[src/rtl/loader_pkg.sv]
// Shared definitions for the program loader: FSM state encoding and data widths.
package loader_pkg;

    localparam int BYTE_WIDTH  = 8;
    localparam int INSTR_WIDTH = 16;

    typedef enum logic [2:0] {
        ST_COUNT = 3'd0,
        ST_HI    = 3'd1,
        ST_LO    = 3'd2,
        ST_CHK   = 3'd3,
        ST_FIN   = 3'd4,
        ST_RUN   = 3'd5,
        ST_ERR   = 3'd6
    } state_t;

endpackage

[src/rtl/program_loader_if.sv]
// Byte-source / CPU-load-port bundle for the program loader.
// slave: the loader itself; master: the byte source and CPU side.
interface program_loader_if #(parameter int ADDR_WIDTH = 8);
    import loader_pkg::*;

    logic [BYTE_WIDTH-1:0]  i_byte;
    logic                   i_byte_valid;
    logic                   i_loopf;
    logic [ADDR_WIDTH-1:0]  o_instr_addr;
    logic [INSTR_WIDTH-1:0] o_instr;
    logic                   o_we;
    logic                   o_ON;
    logic                   o_cpu_rst;
    logic                   o_busy;
    logic                   o_err;
    logic                   o_halted;

    modport slave (
        input  i_byte, i_byte_valid, i_loopf,
        output o_instr_addr, o_instr, o_we, o_ON, o_cpu_rst, o_busy, o_err, o_halted
    );

    modport master (
        output i_byte, i_byte_valid, i_loopf,
        input  o_instr_addr, o_instr, o_we, o_ON, o_cpu_rst, o_busy, o_err, o_halted
    );

endinterface

[src/rtl/program_loader_byte_timer.sv]
// Idle counter between received bytes. o_expired flags the cycle that would
// complete LIMIT consecutive idle cycles, so the owner can leave on that edge.
module byte_timer #(
    parameter int LIMIT = 1
) (
    input  logic i_clk,
    input  logic i_rst,
    input  logic i_clr,
    input  logic i_en,
    output logic o_expired
);

    localparam int CW = $clog2(LIMIT + 1);

    logic [CW-1:0] cnt_q;

    // Count idle cycles while enabled; any byte or leaving the window restarts it.
    always_ff @(posedge i_clk or posedge i_rst) begin
        if (i_rst)
            cnt_q <= '0;
        else if (i_clr || !i_en)
            cnt_q <= '0;
        else
            cnt_q <= cnt_q + CW'(1);
    end

    assign o_expired = i_en && !i_clr && (cnt_q == CW'(LIMIT - 1));

endmodule

[src/rtl/program_loader.sv]
// Byte-serial program loader: count byte, N big-endian instructions, optional
// checksum byte; writes the CPU instruction memory then releases the CPU.
// Optional checksum byte enabled by defining LOADER_CHECKSUM_EN.
module program_loader
    import loader_pkg::*;
#(
    parameter int ADDR_WIDTH     = 8,
    parameter int TIMEOUT_CYCLES = 0
) (
    input  logic             i_clk,
    input  logic             i_rst,
    program_loader_if.slave  bus
);

    // Must hold both any count byte and the 2^ADDR_WIDTH meaning of 0.
    localparam int REM_W = (ADDR_WIDTH + 1 > BYTE_WIDTH) ? ADDR_WIDTH + 1 : BYTE_WIDTH;

    state_t                 state_q, state_d;
    logic                   strobe, load_cnt, wr_lo, last_instr, tmo_exp;
    logic [BYTE_WIDTH-1:0]  hi_q;
    logic [ADDR_WIDTH-1:0]  addr_q, waddr_q;
    logic [REM_W-1:0]       rem_q;
    logic [INSTR_WIDTH-1:0] instr_q;
    logic                   we_q, on_q, halted_q;

    assign strobe     = bus.i_byte_valid;
    // A strobe in COUNT, RUN or ERR is always a fresh count byte.
    assign load_cnt   = strobe && (state_q == ST_COUNT || state_q == ST_RUN || state_q == ST_ERR);
    assign wr_lo      = strobe && (state_q == ST_LO);
    assign last_instr = (rem_q <= REM_W'(1));

`ifdef LOADER_CHECKSUM_EN
    logic [BYTE_WIDTH-1:0] sum_q;

    // Running mod-256 sum of instruction bytes only; the count byte restarts it.
    always_ff @(posedge i_clk or posedge i_rst) begin
        if (i_rst)
            sum_q <= '0;
        else if (load_cnt)
            sum_q <= '0;
        else if (strobe && (state_q == ST_HI || state_q == ST_LO))
            sum_q <= sum_q + bus.i_byte;
    end
`endif

    generate
        if (TIMEOUT_CYCLES > 0) begin : g_tmo
            logic active;
            assign active = (state_q == ST_HI) || (state_q == ST_LO) || (state_q == ST_CHK);
            byte_timer #(.LIMIT(TIMEOUT_CYCLES)) u_timer (
                .i_clk     (i_clk),
                .i_rst     (i_rst),
                .i_clr     (strobe),
                .i_en      (active),
                .o_expired (tmo_exp)
            );
        end else begin : g_no_tmo
            assign tmo_exp = 1'b0;
        end
    endgenerate

    // State register.
    always_ff @(posedge i_clk or posedge i_rst) begin
        if (i_rst)
            state_q <= ST_COUNT;
        else
            state_q <= state_d;
    end

    // Next-state logic: bytes advance the frame, idle timeout aborts it.
    always_comb begin
        state_d = state_q;
        case (state_q)
            ST_COUNT, ST_RUN, ST_ERR: if (strobe) state_d = ST_HI;
            ST_HI: begin
                if (strobe)       state_d = ST_LO;
                else if (tmo_exp) state_d = ST_ERR;
            end
            ST_LO: begin
                if (strobe) begin
                    if (!last_instr)
                        state_d = ST_HI;
                    else
`ifdef LOADER_CHECKSUM_EN
                        state_d = ST_CHK;
`else
                        state_d = ST_FIN;
`endif
                end else if (tmo_exp) begin
                    state_d = ST_ERR;
                end
            end
`ifdef LOADER_CHECKSUM_EN
            ST_CHK: begin
                if (strobe)       state_d = (bus.i_byte == sum_q) ? ST_FIN : ST_ERR;
                else if (tmo_exp) state_d = ST_ERR;
            end
`endif
            // Guard cycle so the last write lands while the CPU is still in load mode.
            ST_FIN:  state_d = ST_RUN;
            default: state_d = ST_COUNT;
        endcase
    end

    // Datapath: instruction assembly, write port, run/halt flags.
    always_ff @(posedge i_clk or posedge i_rst) begin
        if (i_rst) begin
            hi_q     <= '0;
            addr_q   <= '0;
            waddr_q  <= '0;
            rem_q    <= '0;
            instr_q  <= '0;
            we_q     <= 1'b0;
            on_q     <= 1'b0;
            halted_q <= 1'b0;
        end else begin
            we_q <= 1'b0;
            // ON follows RUN one cycle late, giving the 2-cycle gap after the last write.
            on_q <= (state_q == ST_RUN) && !strobe;
            if (load_cnt) begin
                rem_q  <= (bus.i_byte == '0) ? (REM_W'(1) << ADDR_WIDTH) : REM_W'(bus.i_byte);
                addr_q <= '0;
            end
            if (strobe && state_q == ST_HI)
                hi_q <= bus.i_byte;
            if (wr_lo) begin
                instr_q <= {hi_q, bus.i_byte};
                waddr_q <= addr_q;
                we_q    <= 1'b1;
                addr_q  <= addr_q + ADDR_WIDTH'(1);
                rem_q   <= rem_q - REM_W'(1);
            end
            if (state_q == ST_RUN && strobe)
                halted_q <= 1'b0;
            else if (state_q == ST_RUN && bus.i_loopf)
                halted_q <= 1'b1;
        end
    end

    assign bus.o_instr_addr = waddr_q;
    assign bus.o_instr      = instr_q;
    assign bus.o_we         = we_q;
    assign bus.o_ON         = on_q;
    assign bus.o_cpu_rst    = (state_q != ST_RUN);
    assign bus.o_busy       = (state_q == ST_HI) || (state_q == ST_LO) ||
                              (state_q == ST_CHK) || (state_q == ST_FIN);
    assign bus.o_err        = (state_q == ST_ERR);
    assign bus.o_halted     = halted_q;

endmodule

[src/flat_wrapper.sv]
// flat-port wrapper written by rule: the top's interface ports become plain ports
module program_loader_flat import loader_pkg::*;
#(
    parameter int ADDR_WIDTH     = 8,
    parameter int TIMEOUT_CYCLES = 0
)
  (i_clk, i_rst, bus_i_byte, bus_i_byte_valid, bus_i_loopf, bus_o_instr_addr, bus_o_instr, bus_o_we, bus_o_ON, bus_o_cpu_rst, bus_o_busy, bus_o_err, bus_o_halted);
  program_loader_if #(.ADDR_WIDTH(ADDR_WIDTH)) bus_i ();
  input  logic i_clk;
  input  logic i_rst;
  input wire logic [$bits(bus_i.i_byte)-1:0] bus_i_byte;
  input wire logic [$bits(bus_i.i_byte_valid)-1:0] bus_i_byte_valid;
  input wire logic [$bits(bus_i.i_loopf)-1:0] bus_i_loopf;
  output wire logic [$bits(bus_i.o_instr_addr)-1:0] bus_o_instr_addr;
  output wire logic [$bits(bus_i.o_instr)-1:0] bus_o_instr;
  output wire logic [$bits(bus_i.o_we)-1:0] bus_o_we;
  output wire logic [$bits(bus_i.o_ON)-1:0] bus_o_ON;
  output wire logic [$bits(bus_i.o_cpu_rst)-1:0] bus_o_cpu_rst;
  output wire logic [$bits(bus_i.o_busy)-1:0] bus_o_busy;
  output wire logic [$bits(bus_i.o_err)-1:0] bus_o_err;
  output wire logic [$bits(bus_i.o_halted)-1:0] bus_o_halted;
  assign bus_i.i_byte = bus_i_byte;
  assign bus_i.i_byte_valid = bus_i_byte_valid;
  assign bus_i.i_loopf = bus_i_loopf;
  assign bus_o_instr_addr = bus_i.o_instr_addr;
  assign bus_o_instr = bus_i.o_instr;
  assign bus_o_we = bus_i.o_we;
  assign bus_o_ON = bus_i.o_ON;
  assign bus_o_cpu_rst = bus_i.o_cpu_rst;
  assign bus_o_busy = bus_i.o_busy;
  assign bus_o_err = bus_i.o_err;
  assign bus_o_halted = bus_i.o_halted;
  program_loader #(.ADDR_WIDTH(ADDR_WIDTH), .TIMEOUT_CYCLES(TIMEOUT_CYCLES)) u_core (.i_clk(i_clk), .i_rst(i_rst), .bus(bus_i));
endmodule
[config.mk]
export PLATFORM = sky130hd
export DESIGN_NAME = program_loader_flat
export DESIGN_NICKNAME = d
export VERILOG_FILES = /design/src/rtl/loader_pkg.sv /design/src/rtl/program_loader_if.sv /design/src/rtl/program_loader_byte_timer.sv /design/src/rtl/program_loader.sv /design/src/flat_wrapper.sv
export SDC_FILE = /design/constraint.sdc
export NUM_CORES = 1
export LEC_CHECK = 0
export BUFFER_PORTS_ARGS = -buffer_cell sky130_fd_sc_hd__buf_2
export CORE_ASPECT_RATIO = 2
export CORE_MARGIN = 3
export CORE_UTILIZATION = 52
export DETAILED_ROUTE_END_ITERATION = 10
export HOLD_SLACK_MARGIN = 0.15
export PLACE_DENSITY_LB_ADDON = 0.05
export SLEW_MARGIN = 10
export SYNTH_ARGS = -nofsm -noshare
export SYNTH_HDL_FRONTEND = slang
export SYNTH_SLANG_ARGS = --single-unit
[constraint.sdc]
create_clock -name i_clk -period 2.5 [get_ports i_clk]
set_clock_uncertainty 0.15 [all_clocks]
set_input_delay 0.25 -clock i_clk [delete_from_list [all_inputs] [get_ports i_clk]]
set_output_delay 0.25 -clock i_clk [all_outputs]
set_load 0.03 [all_outputs]
==> reports/results.txt, run 1 <==
Most common library cell in the layout ignoring fill and taps: nand2_1
Fraction of final layout cells sized beyond drive strength 1: 23.3%
Number of cells after detailed placement: 354
Critical path launch point: u_core.rem_q[0]$_DFFE_PP0P_
Worst R2R Setup Slack: 0.57 ns
DRC: 0
Comb power frac: 37.2%
Yosys reg bits: 55
Die Height: 105 µm
Clock root buffer: clkbuf_8
All-Layer GR Usage: 20.9%
Std-Cell Core Area: 4640 µm²
Yosys cell types: 40
Final nets: 332
CTS tree: built
Placed cell area: 2800 µm²
Unrepaired setup endpoints after global routing: false
Synthesis-to-finish area growth: 19.5%
Cell row count: 35
Clock transition at path regs: 0.11 ns
Final core occ: 65.3%
EDFF count, synth: 0
Switching share of power: 40.3%
Worst slew pin tran: 0.576 ns
Arr. time, crit path: 1.99 ns
Mapped Cells: 267
Layout Cells excl Fill: 373
Period minus WS final: 1.93 ns
Final setup vio count: 0
Wirelength, routed: 5650 µm
Cts bufs inserted: 5
Max Cap Violations: 0
Post-CTS setup buffer count: 0
Routability cong.: 0.825
Final antenna-violating net count: 0
Hpwl dp: 3770 µm
Die area: 5800 µm²
Worst vdd ir: 828 µV
Switch Pwr: 1.32 mW
Clk pwr share: 18.6%
Cell Area, Synth: 2540 µm²
Top fanout value on the critical path: 7
RR Startpoint: u_core.rem_q[0]$_DFFE_PP0P_
Final Max Slew Viols: 0
Lkg Pwr: 1.56 nW
Die width: 55.4 µm
Tcrit/Tclk final: 77.4%
Clock Latency Late Sink: 0.32 ns
CP startpoint kind: register
Initial antenna violation count: 0
Net Count, Synth: 282
Setup CP Type: register to register
CP Data Required Time: 2.55 ns
PD cells: 1080 nW/µm²
Pre-CTS setup slack: 0.580 ns
Asr flop ratio synth: 100%
Worst Hold Slack: 0.318 ns
Sequential power share: 44.1%
Worst Reg2Reg Path Length in Cells: 6
Setup TNS: 0 ns
# diodes: 0
Top cells by area, synth: dfrtp_1 (54%), nand2_1 (12%), mux2_2 (4.0%)
Internal power: 1.95 mW
Average size of a mapped cell: 9.50 µm²
Status: completed
H-Tree Depth: 2
I/O pin total: 42
Vias in the first global route: 1978
Synth area leader: dfrtp_1
Clk sinks: 55
Port-buffer cells: 41
Initial Util: 54.6%
Post-synth top flop: dfrtp_1
Deepest clock path buffer count: 2
Synthesis warning total: 0
DR iter-0 viols: 52
FF-to-FF End: u_core.rem_q[6]$_DFFE_PP0P_
Seq/Total Area, Yosys: 54.3%
Most frequent cells in the layout: nand2_1 (84), dfrtp_1 (55), buf_2 (41)
GRT overflow: 0
Via count: 2082
TritonRoute pass-1 iters: 5
Hold crit path type: register to register
Worst setup path end: u_core.rem_q[6]$_DFFE_PP0P_
Drt via density: 5.58
Final WS setup: 0.566 ns
Final instance area: 3030 µm²
Final Hold Fails: 0
Synth top area share: 54.3%
Power Total: 3.27 mW
Largest net degree at the start of global routing: 56
DR WL/cell: 15.1 µm
Slew headroom: 61.4%
First-pass GRT wire length: 9720 µm
Critical Path Sink Type: register
Max Fclk: 0.517 GHz
[worst max-delay path: stages (launching register included)]
cell and delay [ns]:
dfrtp_1 0.46, inv_1 0.09, ha_1 0.18, or3b_2 0.51, nor2_1 0.21, a31o_2 0.18
a21oi_1 0.06
[cells by family after synthesis]
| kind of cell | Yosys count | synth area share (%) |
|---|---|---|
| multiplexers | 10 | 4.39 |
| buffers and inverters | 23 | 4.00 |
| AO/OA/AOI/OAI | 51 | 13.2 |
| XOR/XNOR | 3 | 1.33 |
| adder cells (fa/ha/maj) | 3 | 1.48 |
| AND/OR/NAND/NOR | 122 | 21.3 |
| flip-flops | 55 | 54.3 |
[routing by layer]
metal / GRT usage [%] / wire (µm) / up-vias / share of wire [%]
met2: 36.1 / 2940 / 39 / 52
met5: 0 / 0 / - / 0
met3: 2.97 / 167 / 7 / 3.0
met4: 7.30 / 100 / 0 / 1.8
met1: 26.3 / 2440 / 1028 / 43
li1: - / - / 1008 / -
[power by group through the flow]
| stage | logic (mW) | clock network [mW] | registers, mW |
|---|---|---|---|
| 6_report | 1.22 | 0.609 | 1.44 |
| 5_1_grt | 1.34 | 0.658 | 1.50 |
| 4_1_cts | 1.23 | 0.623 | 1.44 |
| 3_5_place_dp | 1.21 | 0 | 1.46 |
| 3_3_place_gp | 1.19 | 0 | 1.45 |
| 2_1_floorplan | 0.696 | 0 | 1.63 |
[what timing repair did]
item                                   in CTS  in global routing
hold buffers                               11                  0
endpoints found under the hold margin      76                  0
gates resized for setup                     0                  0
[flip-flops by register name, summed over array words and instances (netlist names)]
name                     count
u_core.addr_q                8
u_core.bus.o_ON              1
u_core.bus.o_halted          1
u_core.bus.o_instr          16
u_core.bus.o_instr_addr      8
u_core.bus.o_we              1
u_core.hi_q                  8
u_core.rem_q                 9
u_core.state_q               3
[cell usage after synthesis (2+ instances only)]
library cell / number
nand2_1: 84
dfrtp_1: 55
a22o_1: 2
clkbuf_1: 7
a31o_2: 3
a21oi_1: 11
o211ai_1: 3
buf_1: 2
nand3_1: 6
o2bb2ai_1: 2
inv_1: 6
nor2_1: 11
a21o_1: 6
and3b_1: 2
nor4_1: 5
o21ai_0: 9
nor3_1: 4
mux2_2: 9
o31ai_1: 3
buf_4: 2
buf_2: 6
ha_1: 3
or4_1: 2
and2_1: 2
a31oi_1: 7
[layout make-up]
type / instances / area, µm²
inverters: 6 / 22.5
clock inverters: 3 / 47.5
repair buffers: 60 / 388
flip-flops and latches: 55 / 1380
multi-input cells: 189 / 1060
well taps: 55 / 68.8
clock buffers: 5 / 68.8
fillers: 426 / 1610
[how the worst min path moves through the flow]
stage / from / endpoint / slack [ns] / cells after the start
final: u_core.hi_q[7]$_DFFE_PP0P_ / u_core.bus.o_instr[15]$_DFFE_PP0P_ / 0.32 / 2
after floorplan: bus_i_byte[0] / u_core.bus.o_instr[0]$_DFFE_PP0P_ / 0.21 / 2
after global routing: u_core.hi_q[6]$_DFFE_PP0P_ / u_core.bus.o_instr[14]$_DFFE_PP0P_ / 0.36 / 2
after global placement: i_rst / u_core.bus.o_instr_addr[6]$_DFFE_PP0P_ / 0.17 / 3
after detailed placement: i_rst / u_core.bus.o_instr_addr[5]$_DFFE_PP0P_ / 0.18 / 3
after CTS: u_core.hi_q[7]$_DFFE_PP0P_ / u_core.bus.o_instr[15]$_DFFE_PP0P_ / 0.33 / 2
Note: power is estimated with default switching activity, not from simulation.
==> run 2, diff against run 1 <==
- clock period: 2.5 -> 2.01 ns (I/O delays scaled with it)
==> run 2 against run 1 <==
Net effect:
- cell count is 1.1% higher
- fmax up 1.5%
- sequential power grew 22%
- register-to-register slack got worse by 0.46 ns
- clock-buffer cell count unchanged
- core utilization rose by 0.32 points
- worst setup slack lost 0.46 ns
- worst hold slack got worse by 0.12 ns
- critical path type unchanged
- largest cell class unchanged
- via count shrank 0.53%
- die area is the same
- clock power grew 6.7%
==> reports/results.txt, run 2 (synthesis gave the netlist of run 1 again) <==
Deepest clock path buffer count: 2
Initial antenna violation count: 0
Met3 Usage GRT: 3.21%
Worst Hold Launch: bus_i_byte_valid
TritonRoute pass-1 iters: 4
Final Max Slew Viols: 0
Arr. time, crit path: 1.97 ns
Final setup vio count: 0
Worst path top cell family by delay: simple AND/OR/NAND/NOR gates
Slowest cell on crit path: or3b_2
Drt via density: 5.49
Crit path buffers/inverters: 1
CP Data Required Time: 2.08 ns
Status: completed
H-Tree Depth: 2
Cell row count: 35
Top Usage Layer GRT: met2
# diodes: 0
Unrepaired setup endpoints after global routing: false
Tcrit/Tclk final: 94.8%
CP startpoint kind: register
Largest net degree at the start of global routing: 56
RR Startpoint: u_core.rem_q[0]$_DFFE_PP0P_
I/O pin total: 42
PD cells: 1320 nW/µm²
Port-buffer cells: 41
Initial Util: 54.6%
Max Fclk: 0.525 GHz
Clock root buffer: clkbuf_8
Cts bufs inserted: 5
Die Height: 105 µm
Slew headroom: 68.5%
DR iter-0 viols: 54
Fillcell total: 431
Synthesis-to-finish area growth: 20.1%
Hold crit path type: input port to register
Most common library cell in the layout ignoring fill and taps: nand2_1
Lkg Pwr: 1.58 nW
Crit-path cells: inv_1 > ha_1 > or3b_2 > nor2_1 > a31o_2 > a21oi_1
Setup TNS: 0 ns
Vias in the first global route: 1989
Power Total: 4.03 mW
Final core occ: 65.6%
Number of cells after detailed placement: 359
Wirelength, routed: 5510 µm
Slowest cell delay on critical path: 0.50 ns
Routability cong.: 0.808
M1 GR Usage: 25.7%
All-Layer GR Usage: 19.9%
Layout Cells excl Fill: 377
Worst slew pin tran: 0.468 ns
Die width: 55.4 µm
DR WL/cell: 14.6 µm
Final Hold Fails: 0
Final antenna-violating net count: 0
CTS tree: built
DRC: 0
Max FFs per register: 16
Clk sinks: 55
Clock Latency Late Sink: 0.32 ns
Clock transition at path regs: 0.11 ns
Fraction of final layout cells sized beyond drive strength 1: 25.2%
Top fanout value on the critical path: 7
Worst vdd ir: 901 µV
Period minus WS final: 1.91 ns
M2 GR Usage: 33.1%
Die area: 5800 µm²
Critical Path Sink Type: register
Final nets: 336
Via count: 2071
Std-Cell Core Area: 4640 µm²
Max Cap Violations: 0
First-pass GRT wire length: 9420 µm
Critical path launch point: u_core.rem_q[0]$_DFFE_PP0P_
Hpwl dp: 3780 µm
GRT overflow: 0
Post-CTS setup buffer count: 0
Setup CP Type: register to register
Most frequent cells in the layout: nand2_1 (84), dfrtp_1 (54), buf_2 (41)
-- run 2: changes by cell type in the layout (fill, tap and decap cells not counted) --
cell / before / now
buf_4: 7 / 12
bufinv_16: 1 / 0
clkinv_4: 1 / 2
dfrtp_1: 55 / 54
dfrtp_2: 0 / 1
dlygate4sd3_1: 11 / 10
inv_6: 1 / 0
inv_8: 0 / 1
o31ai_1: 3 / 2
o31ai_2: 0 / 1
-- run 2: where the power goes --
group / internal [mW] / leakage, nW / total (mW) / switching [mW]
Combinational: 0.627 / 0.827 / 1.62 / 0.992
Clock: 0.259 / 0.0502 / 0.650 / 0.390
Sequential: 1.48 / 0.700 / 1.76 / 0.282
-- run 2: cell type report --
class                           count  area (µm²)  share of cell area, %
Clock buffer                        5        68.8                   2.26
Inverter                            6        22.5                  0.740
Sequential cell                    55        1380                   45.2
Tap cell                           55        68.8                   2.26
Timing Repair Buffer               64         415                   13.6
Clock inverter                      3        28.8                  0.945
Multi-Input combinational cell    189        1060                   34.9
-- run 2: layer usage --
layer | part of all wire (%) | vias to the layer above | routed length [µm]
li1 | - | 1018 | -
met2 | 50 | 52 | 2780
met1 | 44 | 995 | 2450
met3 | 3.6 | 6 | 197
met5 | 0 | - | 0
met4 | 1.6 | 0 | 87
-- run 2: repair_timing --
action	in CTS	in global routing
hold buffers	10	0
endpoints found under the hold margin	78	0
endpoints found under the setup margin	0	2
resized for setup	0	2
-- run 2: final timing paths --
path / slack (ns) / endpoint / depth (start not counted)
worst max-delay path: 0.10 / u_core.rem_q[8]$_DFFE_PP0P_ / 6
worst min-delay path: 0.20 / u_core.bus.o_ON$_DFF_PP0_ / 3
worst min register to register: 0.32 / u_core.bus.o_instr[11]$_DFFE_PP0P_ / 2
min in group asynchronous: 0.32 / u_core.addr_q[4]$_DFFE_PP0P_ / 4
worst max register to register: 0.10 / u_core.rem_q[8]$_DFFE_PP0P_ / 6
max in group asynchronous: 1.13 / u_core.bus.o_instr[4]$_DFFE_PP0P_ / 4
-- run 2: through the flow --
step,hold WS (ns),setup slack (ns),area [µm²]
3_3_place_gp,0.123,0.125,2840
3_5_place_dp,0.140,0.100,2840
4_1_cts,0.180,0.0908,3040
2_1_floorplan,0.156,0.179,2540
6_report,0.197,0.105,3050
5_1_grt,0.222,0.00735,3050
-- run 2: worst register-to-register path, stage by stage, from the launching register on --
cell and delay (ns):
dfrtp_2 0.46, inv_1 0.07, ha_1 0.18, or3b_2 0.50, nor2_1 0.21, a31o_2 0.18
a21oi_1 0.06
